## src/rtl/sar_pkg.sv

```systemverilog
// Shared SAR definitions. The SAR controller and its downstream blocks both use them.
package sar_pkg;

    typedef enum logic [1:0] {
        SAR_BUSY     = 2'd0,
        SAR_EOC      = 2'd1,
        SAR_SAMPLING = 2'd2
    } sar_state_t;

endpackage

```

## src/rtl/sar_sync_fifo.sv

```systemverilog
// Synchronous FIFO. A push and a pop in the same cycle are both accepted, even when the FIFO is full.
module sar_sync_fifo #(
    parameter int WIDTH = 13,
    parameter int DEPTH = 4
) (
    input  logic                     clk,
    input  logic                     rst,
    input  logic                     push,
    input  logic [WIDTH-1:0]         push_data,
    input  logic                     pop,
    output logic [WIDTH-1:0]         pop_data,
    output logic                     full,
    output logic                     empty,
    output logic [$clog2(DEPTH):0]   level
);

    localparam int AW = $clog2(DEPTH);

    logic [WIDTH-1:0] mem [DEPTH];
    logic [AW-1:0]    wr_ptr;
    logic [AW-1:0]    rd_ptr;
    logic             do_push;
    logic             do_pop;

    assign full     = (level == (AW+1)'(DEPTH));
    assign empty    = (level == '0);
    assign do_pop   = pop && !empty;
    assign do_push  = push && (!full || do_pop);
    assign pop_data = mem[rd_ptr];

    always_ff @(posedge clk) begin
        if (rst) begin
            wr_ptr <= '0;
            rd_ptr <= '0;
            level  <= '0;
            // NOTE: storage is reset on purpose so the head reads 0 after reset; this costs a reset mux per bit.
            for (int i = 0; i < DEPTH; i++) begin
                mem[i] <= '0;
            end
        end else begin
            if (do_push) begin
                mem[wr_ptr] <= push_data;
                wr_ptr      <= wr_ptr + AW'(1);
            end
            if (do_pop) begin
                rd_ptr <= rd_ptr + AW'(1);
            end
            case ({do_push, do_pop})
                2'b10:   level <= level + (AW+1)'(1);
                2'b01:   level <= level - (AW+1)'(1);
                default: level <= level;
            endcase
        end
    end

endmodule

```

## src/rtl/sar_result_fifo.sv

```systemverilog
// Captures SAR conversion words and checks that dtop and dbot are complements.
// Optionally sums 2^OSR_LOG2 words, then buffers the results for a valid/ready consumer.
module sar_result_fifo
    import sar_pkg::*;
#(
    parameter int N_BITS   = 12,
    parameter int OSR_LOG2 = 0,
    parameter int DEPTH    = 4
) (
    input  logic                        clk,
    input  logic                        rst,
    input  logic                        en,
    input  logic [1:0]                  sar_state,
    input  logic [N_BITS-1:0]           dtop,
    input  logic [N_BITS-1:0]           dbot,
    output logic [N_BITS+OSR_LOG2-1:0]  out_data,
    output logic                        out_err,
    output logic                        out_valid,
    input  logic                        out_ready,
    output logic [$clog2(DEPTH):0]      level,
    output logic                        ovf,
    input  logic                        ovf_clr
);

    localparam int W  = N_BITS + OSR_LOG2;
    localparam int CW = (OSR_LOG2 > 0) ? OSR_LOG2 : 1;

    logic          capture;
    logic          per_err;
    logic          last;
    logic [W-1:0]  sample;
    logic [W-1:0]  sum;
    logic          err_sum;
    logic [W-1:0]  acc;
    logic          err_acc;
    logic [CW-1:0] count;

    logic          push;
    logic          pop;
    logic          full;
    logic          empty;
    logic [W:0]    head;

    // State encoding 3 is not EOC, so it never captures.
    assign capture = en && (sar_state == SAR_EOC);
    assign per_err = (dbot != ~dtop);
    assign sample  = W'(dtop);
    assign sum     = acc + sample;
    assign err_sum = err_acc | per_err;
    assign last    = (count == CW'((1 << OSR_LOG2) - 1));

    always_ff @(posedge clk) begin
        if (rst || !en) begin
            acc     <= '0;
            err_acc <= 1'b0;
            count   <= '0;
        end else if (capture) begin
            if (last) begin
                acc     <= '0;
                err_acc <= 1'b0;
                count   <= '0;
            end else begin
                acc     <= sum;
                err_acc <= err_sum;
                count   <= count + CW'(1);
            end
        end
    end

    assign push = capture && last;
    assign pop  = out_valid && out_ready;

    sar_sync_fifo #(
        .WIDTH (W + 1),
        .DEPTH (DEPTH)
    ) u_fifo (
        .clk       (clk),
        .rst       (rst),
        .push      (push),
        .push_data ({err_sum, sum}),
        .pop       (pop),
        .pop_data  (head),
        .full      (full),
        .empty     (empty),
        .level     (level)
    );

    assign out_valid = !empty;
    assign out_data  = head[W-1:0];
    assign out_err   = head[W];

    // A drop sets ovf. If ovf_clr arrives in the same cycle, the set wins.
    always_ff @(posedge clk) begin
        if (rst) begin
            ovf <= 1'b0;
        end else if (push && full && !pop) begin
            ovf <= 1'b1;
        end else if (ovf_clr) begin
            ovf <= 1'b0;
        end
    end

endmodule
```

## config.mk

```make
export PLATFORM = sky130hd
export DESIGN_NAME = sar_result_fifo
export DESIGN_NICKNAME = d
export VERILOG_FILES = /design/src/rtl/sar_pkg.sv /design/src/rtl/sar_sync_fifo.sv /design/src/rtl/sar_result_fifo.sv
export SDC_FILE = /design/constraint.sdc
export NUM_CORES = 1
export LEC_CHECK = 0
export ABC_AREA = 1
export BUFFER_PORTS_ARGS = -buffer_cell sky130_fd_sc_hd__buf_2
export CAP_MARGIN = 10
export CORE_UTILIZATION = 35
export CTS_CLUSTER_DIAMETER = 100
export DETAILED_ROUTE_END_ITERATION = 16
export SLEW_MARGIN = 20
export SYNTH_ARGS = -nofsm -noshare
export SYNTH_HDL_FRONTEND = slang
export SYNTH_SLANG_ARGS = --single-unit
```

## constraint.sdc

```tcl
create_clock -name clk -period 5.7 [get_ports clk]
set_input_delay 0.285 -clock clk [delete_from_list [all_inputs] [get_ports clk]]
set_output_delay 0.285 -clock clk [all_outputs]
set_load 0.02 [all_outputs]
```

==> summary.md <==
| Metric | Value |
|---|---|
| Status | `finished clean` |
| Total CTS buffers | `9` |
| Die Area | `9290 um^2` |
| Cell family with most CP delay | `compound AO/OA/AOI/OAI gates` |
| WL/cell | `14.0 um` |
| CP Class | `flop to flop` |
| H-tree level count | `3` |
| Synth Register Bits | `62` |
| Worst hold-check path type | `input pin to flop` |
| Via count | `about 2200` |
| CP max FO | `17` |
| DRT iter0 DRCs | `76` |
| Chip height | `96.4 um` |
| Post-route minimum period | `2.69 ns` |
| Antenna violations before repair | `0` |
| CTS clk-pin slew, worst paths | `0.07 ns` |
| Distinct cells, synth | `28` |
| Maximum vdd ir drop | `0.000186 V` |
| Hold Buf Count CTS | `0` |
| Final WL | `6.37 mm` |
| Placement Rows | `34` |
| Worst path buffer plus inverter count | `1` |
| Crit-path cells | `inv_1 -> o21ai_1` |
| CTS Buffer Depth | `2` |
| Critical path capture point type | `flop` |
| ANT cells | `0` |
| Root buf cell | `clkbuf_8` |
| Register area share after synthesis | `56.5%` |
| Crit start category | `flop` |
| Final hold violation count | `0` |
| Final TNS setup | `0 ns` |
| Number of global-route vias before repair | `2167` |
| Unrepaired setup endpoints after global routing | `no` |
| Worst endpoint data arrival time | `2.65 ns` |
| Grt ovf | `0` |
| Net Count, Synth | `327` |
| Fin crit share | `between 40% and 50%` |
| Pwr Density | `345 nW/um^2` |
| Synth area leader | `edfxtp_1` |
| Crit-path max cell delay | `0.97 ns` |
| Via density | `between 4 and 5` |
| TritonRoute pass-1 iters | `4` |
| CTS tree | `yes` |
| Power consumption | `0.00125 W` |
| Syn Std Cell Area | `between 3000 and 4000 um^2` |
| Cell count after synthesis | `295` |
| Final core utilization | `a little over two fifths` |
| Synth top area cells | `edfxtp_1 (50%), dfxtp_1 (6.4%), nor2_1 (6.1%)` |
| Maxcap violations | `0` |
| Hpwl dp | `4.40 mm` |
| Slew @ Worst Pin | `1.07 ns` |
| Clock latency on the worst-skew pair | `between 0.3 and 0.4 ns` |
| CP max stage cell | `o21ai_1` |
| Critical path required time | `5.66 ns` |
| DRC | `0` |
| Total GRT Usage | `15.4%` |
| Slew headroom | `28.0%` |
| First-pass GRT wire length | `slightly above 10 mm` |
| Layout area overhead | `16.4%` |
| Ports | `49` |
| Layout net count | `374` |
| Syn Area/Cell | `10.6 um^2` |
| Post-CTS Setup Inserts | `0` |
| Post-CTS sizing | `0` |
| Worst Skew | `0.00761 ns` |
| Yosys top cell area share | `about half` |
| # port buffers | `48` |
| Place WS | `3.00 ns` |
| Setup ws final | `3.01 ns` |
| Core footprint | `8680 um^2` |
| Die Wd | `a little under 100 um` |
| Antenna Nets Post-Route | `0` |
| Max Clk Rate | `0.371 GHz` |
| Final setup fails | `0` |
| Largest net degree at the start of global routing | `29` |
| Static Leak | `between 1 and 1.5 nW` |
| Initial core utilization | `between 30% and 40%` |
| Layout Cells excl Fill | `454` |
| Final GP Congestion | `0.732` |
| Final Max Slew Viols | `0` |
| Layout cells sized above 1 | `between 20 and 30%` |
| Warnings, synthesis | `0` |
| TritonCTS Sinks | `62` |
| Placed cell count | `439` |
-- flip-flops by register name, indices dropped and copies added, names as in the netlist, named ones only --
register and flops:
u_fifo.wr_ptr 2, u_fifo.level 3, u_fifo.mem 52, ovf 1, u_fifo.rd_ptr 2
-- layout by cell type, fill, tap and decap left out, types with 9 or more instances in the layout --
cell type and n:
o21ai_0 29, nor2_1 51, clkbuf_8 9, xor2_1 12, edfxtp_1 52, nor3_2 19, o22ai_1 13, inv_1 30
buf_2 48, nor2_4 12, dfxtp_1 10, nand2_1 22
-- synthesized netlist by cell type --
library cell / count
edfxtp_1: 52
nor2_1: 51
o21ai_0: 31
inv_1: 30
nand2_1: 22
nor3_2: 19
o22ai_1: 13
nor2_4: 12
xor2_1: 12
dfxtp_1: 10
clkbuf_1: 6
nand3_1: 6
nor3_1: 6
a21oi_1: 4
buf_2: 4
nand2_4: 3
buf_4: 2
nand4_1: 2
a21boi_0: 1
a21oi_2: 1
buf_12: 1
fa_1: 1
inv_4: 1
nand2_2: 1
nand3_4: 1
nor2_8: 1
nor3b_1: 1
or2_2: 1
-- layer usage --
| layer | GRT usage [%] | part of all wire [%] | vias up | routed length [um] |
|---|---|---|---|---|
| met5 | 0 | 0 | - | 0 |
| met4 | 6.62 | 1.5 | 0 | 97 |
| met3 | 2.82 | 3.6 | 8 | 230 |
| met2 | 27.1 | 52 | 53 | 3330 |
| met1 | 18.3 | 43 | 1020 | 2720 |
| li1 | - | - | 1099 | - |
-- per-stage QoR --
step                      cell area, um^2  hold slack, ns
after floorplan                      3120           0.354
final                                3630           0.195
after detailed placement             3420           0.458
after CTS                            3630           0.197
after global placement               3420           0.456
after global routing                 3630           0.236
-- worst register-to-register path, delay by kind of cell (launching register included) --
family / cells / cell delay [ns]
AOI/OAI and AO/OA: 1 / 0.97
buffers and inverters: 1 / 0.54
DFF: 1 / 0.80
-- power breakdown --
group / internal (W) / switching (W) / leakage [nW]
clock: 0.000243 / 0.000168 / 0.0994
sequential: 0.000520 / 0.0000189 / 0.619
combinational: 0.0000973 / 0.000205 / 0.753
-- path summary, 6_finish.rpt --
check | from | to | slack (ns) | cells after the start
worst max-delay path | u_fifo.wr_ptr[1] | u_fifo.mem[2][3] | 3.01 | 2
worst min-delay path | ovf_clr | ovf | 0.19 | 4
worst max register to register | u_fifo.wr_ptr[1] | u_fifo.mem[2][3] | 3.01 | 2
worst min register to register | ovf | ovf | 0.47 | 2
-- cells by family after synthesis --
family,share of synthesized area [%]
flops,56.5
compound gates,8.74
simple gates,24.5
fa+ha+maj,0.642
xor+xnor,3.37
buf+inv,6.30
-- cell type report --
class                           instances  area (um^2)
Fill cell                             841         5050
Clock inverter                          4         72.6
Multi-Input combinational cell        189         1160
Clock buffer                           11          131
Inverter                               31          119
Timing Repair Buffer                   49          248
Tap cell                              108          135
Sequential cell                        62         1760
Note: power is estimated with default switching activity, not from simulation.
